File: src/rtl/mem_arbiter_if.sv
// Bundle of IFU, LSU and memory-side handshake signals for mem_arbiter.
// slave = arbiter view, master = requester/memory (environment) view.
interface mem_arbiter_if;
    logic        ifu_req_valid;
    logic        ifu_req_ready;
    logic [31:0] ifu_addr;
    logic        ifu_resp_valid;
    logic        ifu_resp_ready;
    logic [31:0] ifu_rdata;
    logic        ifu_err;

    logic        lsu_req_valid;
    logic        lsu_req_ready;
    logic [31:0] lsu_addr;
    logic        lsu_wen;
    logic [31:0] lsu_wdata;
    logic [3:0]  lsu_wmask;
    logic        lsu_resp_valid;
    logic        lsu_resp_ready;
    logic [31:0] lsu_rdata;
    logic        lsu_err;

    logic        m_req_valid;
    logic        m_req_ready;
    logic [31:0] m_addr;
    logic        m_wen;
    logic [31:0] m_wdata;
    logic [3:0]  m_wmask;
    logic        m_resp_valid;
    logic        m_resp_ready;
    logic [31:0] m_rdata;
    logic        m_resp_err;

    logic        timeout_flag;

    modport slave (
        input  ifu_req_valid, ifu_addr, ifu_resp_ready,
        output ifu_req_ready, ifu_resp_valid, ifu_rdata, ifu_err,
        input  lsu_req_valid, lsu_addr, lsu_wen, lsu_wdata, lsu_wmask, lsu_resp_ready,
        output lsu_req_ready, lsu_resp_valid, lsu_rdata, lsu_err,
        output m_req_valid, m_addr, m_wen, m_wdata, m_wmask, m_resp_ready,
        input  m_req_ready, m_resp_valid, m_rdata, m_resp_err,
        output timeout_flag
    );

    modport master (
        output ifu_req_valid, ifu_addr, ifu_resp_ready,
        input  ifu_req_ready, ifu_resp_valid, ifu_rdata, ifu_err,
        output lsu_req_valid, lsu_addr, lsu_wen, lsu_wdata, lsu_wmask, lsu_resp_ready,
        input  lsu_req_ready, lsu_resp_valid, lsu_rdata, lsu_err,
        input  m_req_valid, m_addr, m_wen, m_wdata, m_wmask, m_resp_ready,
        output m_req_ready, m_resp_valid, m_rdata, m_resp_err,
        input  timeout_flag
    );
endinterface

File: src/rtl/mem_arbiter.sv
// Two-requester (IFU/LSU) single-outstanding memory arbiter with response timeout.
// CONFIG_ARB_ROUND_ROBIN_EN selects round-robin on contention; otherwise LSU has fixed priority.
module mem_arbiter #(
    parameter int TIMEOUT_CYCLES = 255
) (
    input  logic          clk,
    input  logic          rst,
    mem_arbiter_if.slave  io_bus
);
    localparam int CW = $clog2(TIMEOUT_CYCLES + 1);

    typedef enum logic [1:0] {
        S_IDLE,
        S_REQ,
        S_RESP,
        S_DELIVER
    } state_t;

    state_t        r_state;
    logic          r_id;          // 1 = LSU owns the transaction, 0 = IFU
    logic [31:0]   r_addr;
    logic          r_wen;
    logic [31:0]   r_wdata;
    logic [3:0]    r_wmask;
    logic [31:0]   r_rdata;
    logic          r_err;
    logic [CW-1:0] r_cnt;
    logic          r_timeout;
`ifdef CONFIG_ARB_ROUND_ROBIN_EN
    logic          r_last_lsu;
`endif

    logic          w_any;
    logic          w_win_lsu;
    logic          w_grant;
    logic [CW-1:0] w_cnt_nxt;
    logic          w_to;
    logic          w_resp_rdy;

    assign w_any = io_bus.ifu_req_valid | io_bus.lsu_req_valid;

`ifdef CONFIG_ARB_ROUND_ROBIN_EN
    // On contention hand the grant to whoever did not get the previous one.
    assign w_win_lsu = io_bus.lsu_req_valid & (~io_bus.ifu_req_valid | ~r_last_lsu);
`else
    assign w_win_lsu = io_bus.lsu_req_valid;
`endif

    // rst gates the grant so no ready escapes while the flops are held in reset.
    assign w_grant    = (r_state == S_IDLE) & ~rst & w_any;
    assign w_cnt_nxt  = r_cnt + CW'(1);
    assign w_to       = (w_cnt_nxt == CW'(TIMEOUT_CYCLES));
    assign w_resp_rdy = r_id ? io_bus.lsu_resp_ready : io_bus.ifu_resp_ready;

    assign io_bus.ifu_req_ready  = w_grant & ~w_win_lsu;
    assign io_bus.lsu_req_ready  = w_grant &  w_win_lsu;
    assign io_bus.ifu_resp_valid = (r_state == S_DELIVER) & ~r_id;
    assign io_bus.lsu_resp_valid = (r_state == S_DELIVER) &  r_id;
    assign io_bus.ifu_rdata      = r_rdata;
    assign io_bus.lsu_rdata      = r_rdata;
    assign io_bus.ifu_err        = r_err;
    assign io_bus.lsu_err        = r_err;

    assign io_bus.m_req_valid    = (r_state == S_REQ);
    // Stale responses are drained everywhere except while a result is being held.
    assign io_bus.m_resp_ready   = (r_state != S_DELIVER);
    assign io_bus.m_addr         = r_addr;
    assign io_bus.m_wen          = r_wen;
    assign io_bus.m_wdata        = r_wdata;
    assign io_bus.m_wmask        = r_wmask;
    assign io_bus.timeout_flag   = r_timeout;

    always_ff @(posedge clk or posedge rst) begin
        if (rst) begin
            r_state    <= S_IDLE;
            r_id       <= 1'b0;
            r_addr     <= '0;
            r_wen      <= 1'b0;
            r_wdata    <= '0;
            r_wmask    <= '0;
            r_rdata    <= '0;
            r_err      <= 1'b0;
            r_cnt      <= '0;
            r_timeout  <= 1'b0;
`ifdef CONFIG_ARB_ROUND_ROBIN_EN
            r_last_lsu <= 1'b1;
`endif
        end else begin
            case (r_state)
                S_IDLE: begin
                    if (w_any) begin
                        r_id    <= w_win_lsu;
                        r_addr  <= w_win_lsu ? io_bus.lsu_addr : io_bus.ifu_addr;
                        r_wen   <= w_win_lsu & io_bus.lsu_wen;
                        r_wdata <= w_win_lsu ? io_bus.lsu_wdata : 32'h0;
                        r_wmask <= w_win_lsu ? io_bus.lsu_wmask : 4'h0;
                        r_cnt   <= '0;
                        r_state <= S_REQ;
                    end
                end
                S_REQ: begin
                    // Timeout wins here so the counter never runs past its limit.
                    if (w_to) begin
                        r_rdata   <= '0;
                        r_err     <= 1'b1;
                        r_timeout <= 1'b1;
                        r_state   <= S_DELIVER;
                    end else begin
                        r_cnt <= w_cnt_nxt;
                        if (io_bus.m_req_ready)
                            r_state <= S_RESP;
                    end
                end
                S_RESP: begin
                    if (io_bus.m_resp_valid) begin
                        r_rdata <= io_bus.m_rdata;
                        r_err   <= io_bus.m_resp_err;
                        r_state <= S_DELIVER;
                    end else if (w_to) begin
                        r_rdata   <= '0;
                        r_err     <= 1'b1;
                        r_timeout <= 1'b1;
                        r_state   <= S_DELIVER;
                    end else begin
                        r_cnt <= w_cnt_nxt;
                    end
                end
                S_DELIVER: begin
                    if (w_resp_rdy) begin
`ifdef CONFIG_ARB_ROUND_ROBIN_EN
                        r_last_lsu <= r_id;
`endif
                        r_state    <= S_IDLE;
                    end
                end
                default: r_state <= S_IDLE;
            endcase
        end
    end
endmodule

File: src/flat_wrapper.sv
// flat-port wrapper written by rule: the top's interface ports become plain ports
module mem_arbiter_flat 
#(
    parameter int TIMEOUT_CYCLES = 255
)
  (clk, rst, io_bus_ifu_req_valid, io_bus_ifu_addr, io_bus_ifu_resp_ready, io_bus_ifu_req_ready, io_bus_ifu_resp_valid, io_bus_ifu_rdata, io_bus_ifu_err, io_bus_lsu_req_valid, io_bus_lsu_addr, io_bus_lsu_wen, io_bus_lsu_wdata, io_bus_lsu_wmask, io_bus_lsu_resp_ready, io_bus_lsu_req_ready, io_bus_lsu_resp_valid, io_bus_lsu_rdata, io_bus_lsu_err, io_bus_m_req_valid, io_bus_m_addr, io_bus_m_wen, io_bus_m_wdata, io_bus_m_wmask, io_bus_m_resp_ready, io_bus_m_req_ready, io_bus_m_resp_valid, io_bus_m_rdata, io_bus_m_resp_err, io_bus_timeout_flag);
  mem_arbiter_if io_bus_i ();
  input  logic clk;
  input  logic rst;
  input wire logic [$bits(io_bus_i.ifu_req_valid)-1:0] io_bus_ifu_req_valid;
  input wire logic [$bits(io_bus_i.ifu_addr)-1:0] io_bus_ifu_addr;
  input wire logic [$bits(io_bus_i.ifu_resp_ready)-1:0] io_bus_ifu_resp_ready;
  output wire logic [$bits(io_bus_i.ifu_req_ready)-1:0] io_bus_ifu_req_ready;
  output wire logic [$bits(io_bus_i.ifu_resp_valid)-1:0] io_bus_ifu_resp_valid;
  output wire logic [$bits(io_bus_i.ifu_rdata)-1:0] io_bus_ifu_rdata;
  output wire logic [$bits(io_bus_i.ifu_err)-1:0] io_bus_ifu_err;
  input wire logic [$bits(io_bus_i.lsu_req_valid)-1:0] io_bus_lsu_req_valid;
  input wire logic [$bits(io_bus_i.lsu_addr)-1:0] io_bus_lsu_addr;
  input wire logic [$bits(io_bus_i.lsu_wen)-1:0] io_bus_lsu_wen;
  input wire logic [$bits(io_bus_i.lsu_wdata)-1:0] io_bus_lsu_wdata;
  input wire logic [$bits(io_bus_i.lsu_wmask)-1:0] io_bus_lsu_wmask;
  input wire logic [$bits(io_bus_i.lsu_resp_ready)-1:0] io_bus_lsu_resp_ready;
  output wire logic [$bits(io_bus_i.lsu_req_ready)-1:0] io_bus_lsu_req_ready;
  output wire logic [$bits(io_bus_i.lsu_resp_valid)-1:0] io_bus_lsu_resp_valid;
  output wire logic [$bits(io_bus_i.lsu_rdata)-1:0] io_bus_lsu_rdata;
  output wire logic [$bits(io_bus_i.lsu_err)-1:0] io_bus_lsu_err;
  output wire logic [$bits(io_bus_i.m_req_valid)-1:0] io_bus_m_req_valid;
  output wire logic [$bits(io_bus_i.m_addr)-1:0] io_bus_m_addr;
  output wire logic [$bits(io_bus_i.m_wen)-1:0] io_bus_m_wen;
  output wire logic [$bits(io_bus_i.m_wdata)-1:0] io_bus_m_wdata;
  output wire logic [$bits(io_bus_i.m_wmask)-1:0] io_bus_m_wmask;
  output wire logic [$bits(io_bus_i.m_resp_ready)-1:0] io_bus_m_resp_ready;
  input wire logic [$bits(io_bus_i.m_req_ready)-1:0] io_bus_m_req_ready;
  input wire logic [$bits(io_bus_i.m_resp_valid)-1:0] io_bus_m_resp_valid;
  input wire logic [$bits(io_bus_i.m_rdata)-1:0] io_bus_m_rdata;
  input wire logic [$bits(io_bus_i.m_resp_err)-1:0] io_bus_m_resp_err;
  output wire logic [$bits(io_bus_i.timeout_flag)-1:0] io_bus_timeout_flag;
  assign io_bus_i.ifu_req_valid = io_bus_ifu_req_valid;
  assign io_bus_i.ifu_addr = io_bus_ifu_addr;
  assign io_bus_i.ifu_resp_ready = io_bus_ifu_resp_ready;
  assign io_bus_ifu_req_ready = io_bus_i.ifu_req_ready;
  assign io_bus_ifu_resp_valid = io_bus_i.ifu_resp_valid;
  assign io_bus_ifu_rdata = io_bus_i.ifu_rdata;
  assign io_bus_ifu_err = io_bus_i.ifu_err;
  assign io_bus_i.lsu_req_valid = io_bus_lsu_req_valid;
  assign io_bus_i.lsu_addr = io_bus_lsu_addr;
  assign io_bus_i.lsu_wen = io_bus_lsu_wen;
  assign io_bus_i.lsu_wdata = io_bus_lsu_wdata;
  assign io_bus_i.lsu_wmask = io_bus_lsu_wmask;
  assign io_bus_i.lsu_resp_ready = io_bus_lsu_resp_ready;
  assign io_bus_lsu_req_ready = io_bus_i.lsu_req_ready;
  assign io_bus_lsu_resp_valid = io_bus_i.lsu_resp_valid;
  assign io_bus_lsu_rdata = io_bus_i.lsu_rdata;
  assign io_bus_lsu_err = io_bus_i.lsu_err;
  assign io_bus_m_req_valid = io_bus_i.m_req_valid;
  assign io_bus_m_addr = io_bus_i.m_addr;
  assign io_bus_m_wen = io_bus_i.m_wen;
  assign io_bus_m_wdata = io_bus_i.m_wdata;
  assign io_bus_m_wmask = io_bus_i.m_wmask;
  assign io_bus_m_resp_ready = io_bus_i.m_resp_ready;
  assign io_bus_i.m_req_ready = io_bus_m_req_ready;
  assign io_bus_i.m_resp_valid = io_bus_m_resp_valid;
  assign io_bus_i.m_rdata = io_bus_m_rdata;
  assign io_bus_i.m_resp_err = io_bus_m_resp_err;
  assign io_bus_timeout_flag = io_bus_i.timeout_flag;
  mem_arbiter #(.TIMEOUT_CYCLES(TIMEOUT_CYCLES)) u_core (.clk(clk), .rst(rst), .io_bus(io_bus_i));
endmodule
File: config.mk
export PLATFORM = sky130hd
export DESIGN_NAME = mem_arbiter_flat
export DESIGN_NICKNAME = d
export VERILOG_FILES = /design/src/rtl/mem_arbiter_if.sv /design/src/rtl/mem_arbiter.sv /design/src/flat_wrapper.sv
export SDC_FILE = /design/constraint.sdc
export NUM_CORES = 1
export LEC_CHECK = 0
export CAP_MARGIN = 20
export CORE_ASPECT_RATIO = 1.4
export CORE_UTILIZATION = 42
export CTS_CLUSTER_DIAMETER = 150
export DETAILED_ROUTE_END_ITERATION = 12
export HOLD_SLACK_MARGIN = 0.05
export PLACE_DENSITY = 0.85
export SETUP_SLACK_MARGIN = 0.15
export SLEW_MARGIN = 20
export SYNTH_ARGS = -nofsm -noshare
export SYNTH_HDL_FRONTEND = slang
export SYNTH_SLANG_ARGS = --single-unit
export TNS_END_PERCENT = 50
File: constraint.sdc
create_clock -name clk -period 13.4 [get_ports clk]
set_input_delay 2.68 -clock clk [delete_from_list [all_inputs] [get_ports clk]]
set_output_delay 2.68 -clock clk [all_outputs]
set_load 0.01 [all_outputs]
==> impl_metrics.toml <==
[grt]
gr-total-overflow = 0
grt_busiest_layer = "met2"
use_met2 = 0.447
met1_usage = 0.257
grt_pass1_wl_um = 23900
grt_max_degree = 103
use_met3 = 0.0816
track_usage = 0.250
antenna_found_initial = 0
grt_pass1_vias = 4782

[place]
gp_congestion = 0.834
preCtsSetupSlack_ps = 5940
io_buffer_count = 283
dpl.hpwl_um = 11100

[cells_and_area]
fin_util = 0.709
nFillCells = 856
antenna_cells = 0
syn_to_final_growth_pct = 63.4
layout-drive-gt1-share = 0.0594
final_nets = 893

[clock_tree]
clk_pin_slew_ps = 50
cts_max_path_buffers = 2
postCtsSetupRepairBufs = 0
root_buffer = "clkbuf_16"
numCtsBuffers = 17
cts_repair_resize_count = 0
cts_sinks = 114
hold_buffers = 0
cts_htree_levels = 4
tritoncts = "built"
clock_latency_ps = 420

[logic_synthesis]
synth.yosys.seq_area_share = 0.554
yosysTopAreaCell = "dfrtp_1"
ys_types = 35
syn_area_um2 = 5150
synth_warnings = 0
synth_cells = 505
async_reset_ff_frac = 1.00
syn_area_per_cell_um2 = 10.2
synth_fp_nets = 654
ys_ff_latch = 114
synth_most_common_cell = "nand2_1"
netlist.area_leader.share = 0.554
synthTopCellsByCount = "nand2_1 (115), dfrtp_1 (114), nand3_1 (43)"
synth_edf_count = 0
synthFlopType = "dfrtp_1"
synthTopCellsByArea = "dfrtp_1 (55%), nand2_1 (8.4%), mux2i_1 (6.8%)"

[routing]
drc_errors = 0
drt_iter0_drc = 151
wl_um = 15600
viasPerCell = 5.15
wl_per_cell_um = 17.2
ant_nets = 0
vias = 4652
drt_first_pass_iters = 5

[floorplanning]
ios = 284
start_util = 0.434
num_rows = 47
die_w_um = 95.6
coreArea_um2 = 11900
die_area_um2 = 12700
die_y_um = 133

[worst_setup_path]
critPathLaunch = "io_bus_lsu_req_valid"
r2r-start = "u_core.r_state[0]"
crit_path_end = "io_bus_ifu_req_ready"
cpMaxStageDelayCell = "buf_4"
crit_required_ps = 10720
end_kind = "primary output"
crit_type = "in2out"
path_common_cell = "buf_4"
path_max_fanout = 102
path_cells = "buf_4, o21ai_4, buf_4, nor3_1, clkdlybuf4s50_1"
r2r-end = "u_core.r_cnt[4]"
arrival_ps = 4750
start_kind = "input port"
rrSetupSlack_ps = 10800
slowest_delay_ps = 720
rr_worst_depth = 8

[pwr]
clkPwrFrac = 0.237
irDropWorstVdd_v = 0.000165
p_per_area_nw_per_um2 = 228
p_comb_frac = 0.448
seq_power_share = 0.315
intPower_w = 0.00126
switchingPower_w = 0.000658
swShare = 0.343
power_leakage_nw = 3.86

[sta]
rsz0062_at_grt = "false"
min_period_over_period = 0.555
drv_slew = 0
hold_viol = 0
fin_ws_ps = 5970
setup_tns_ps = 0
setup_violations = 0
max_freq_mhz = 135
tightest_slew_ps = 946
fin_hold_ws_ps = 457
relSlewSlack = 0.369
fin_worst_skew_ps = 8.70
min_period_ps = 7430

[worst_hold_path]
hold_depth = 1
hold_path_class = "reg2reg"

[status]
status = "finished, final reports clean"

[job]
maxCapViolations = 0
==> state kept, by name, indices dropped and copies added, names as in the netlist <==
name / count
u_core.io_bus.ifu_rdata: 32
u_core.io_bus.m_addr: 32
u_core.io_bus.m_wdata: 32
u_core.r_cnt: 8
u_core.io_bus.m_wmask: 4
u_core.r_state: 2
u_core.io_bus.ifu_err: 1
u_core.io_bus.m_wen: 1
u_core.io_bus.timeout_flag: 1
u_core.r_id: 1
==> worst min path at each step <==
| stage | start | end | slack, ps |
|---|---|---|---|
| floorplan | u_core.r_cnt[6] | u_core.r_cnt[6] | 490 |
| global placement | u_core.io_bus.timeout_flag | u_core.io_bus.timeout_flag | 450 |
| detailed placement | u_core.io_bus.timeout_flag | u_core.io_bus.timeout_flag | 450 |
| CTS | u_core.io_bus.timeout_flag | u_core.io_bus.timeout_flag | 460 |
| global route | u_core.io_bus.m_wdata[18] | u_core.io_bus.m_wdata[18] | 490 |
| finish | u_core.io_bus.timeout_flag | u_core.io_bus.timeout_flag | 460 |
==> layer usage <==
metal  wire, µm  vias to the layer above
met3       1310                       33
met1       5520                     2214
li1           -                     2170
met4        478                        0
met2       8250                      235
met5          0                        -
==> kinds of logic (layout without fill, tap and decap cells) <==
group / count (synthesis) / after routing / synth area share
XOR/XNOR: 2 / 2 / 0.00340
adder cells (fa/ha/maj): 7 / 7 / 0.0170
AND/OR/NAND/NOR: 179 / 179 / 0.152
AO/OA/AOI/OAI: 90 / 90 / 0.121
multiplexers: 36 / 36 / 0.0702
buffers and inverters: 77 / 329 / 0.0830
flip-flops: 114 / 114 / 0.554
==> layout make-up <==
cell class | instances | area, µm² | share of cell area
Tap cell | 147 | 184 | 0.0218
Multi-Input combinational cell | 314 | 1890 | 0.225
Clock buffer | 21 | 460 | 0.0547
Inverter | 11 | 43.8 | 0.00520
Clock inverter | 11 | 135 | 0.0160
Sequential cell | 114 | 2850 | 0.339
Timing Repair Buffer | 286 | 2850 | 0.339
==> cells in the final DEF (no fill, tap or decap), types with 2 or more instances in the layout <==
cell and count:
inv_1 10, clkinvlp_4 2, and2_1 2, o21ai_0 38, clkinv_2 6, nor2b_1 2, a211oi_2 2, clkbuf_16 17
a21oi_1 5, clkbuf_1 2, a2bb2oi_1 2, clkdlybuf4s50_1 282, bufinv_16 3, clkbuf_8 2, o21ai_4 2, xnor2_1 2
nor2_1 4, ha_1 7, mux2i_1 35, nand2_1 115, a22o_1 34, nand3_1 43, nor3_1 4, buf_4 4
dfrtp_1 114, or3_1 2, o311ai_0 2
==> through the flow <==
step                instances  total power, W  area [µm²]
global route              904         0.00203        8420
CTS                       904         0.00193        8420
finish                    904         0.00192        8420
global placement          872         0.00143        7820
floorplan                 505         0.00102        5150
detailed placement        872         0.00147        7820
==> power groups by stage <==
stage	sequential, W	clock (W)	combinational [W]
2_1_floorplan	0.000651	0	0.000367
3_3_place_gp	0.000596	0	0.000834
3_5_place_dp	0.000605	0	0.000860
4_1_cts	0.000604	0.000458	0.000867
5_1_grt	0.000620	0.000475	0.000934
6_report	0.000604	0.000454	0.000860
==> critical path, delay by kind of cell <==
kind	cells	cell delay, ps
buffers and inverters	3	1730
AOI/OAI and AO/OA	1	90
and+or+nand+nor	1	240
Note: power is estimated with default switching activity, not from simulation.
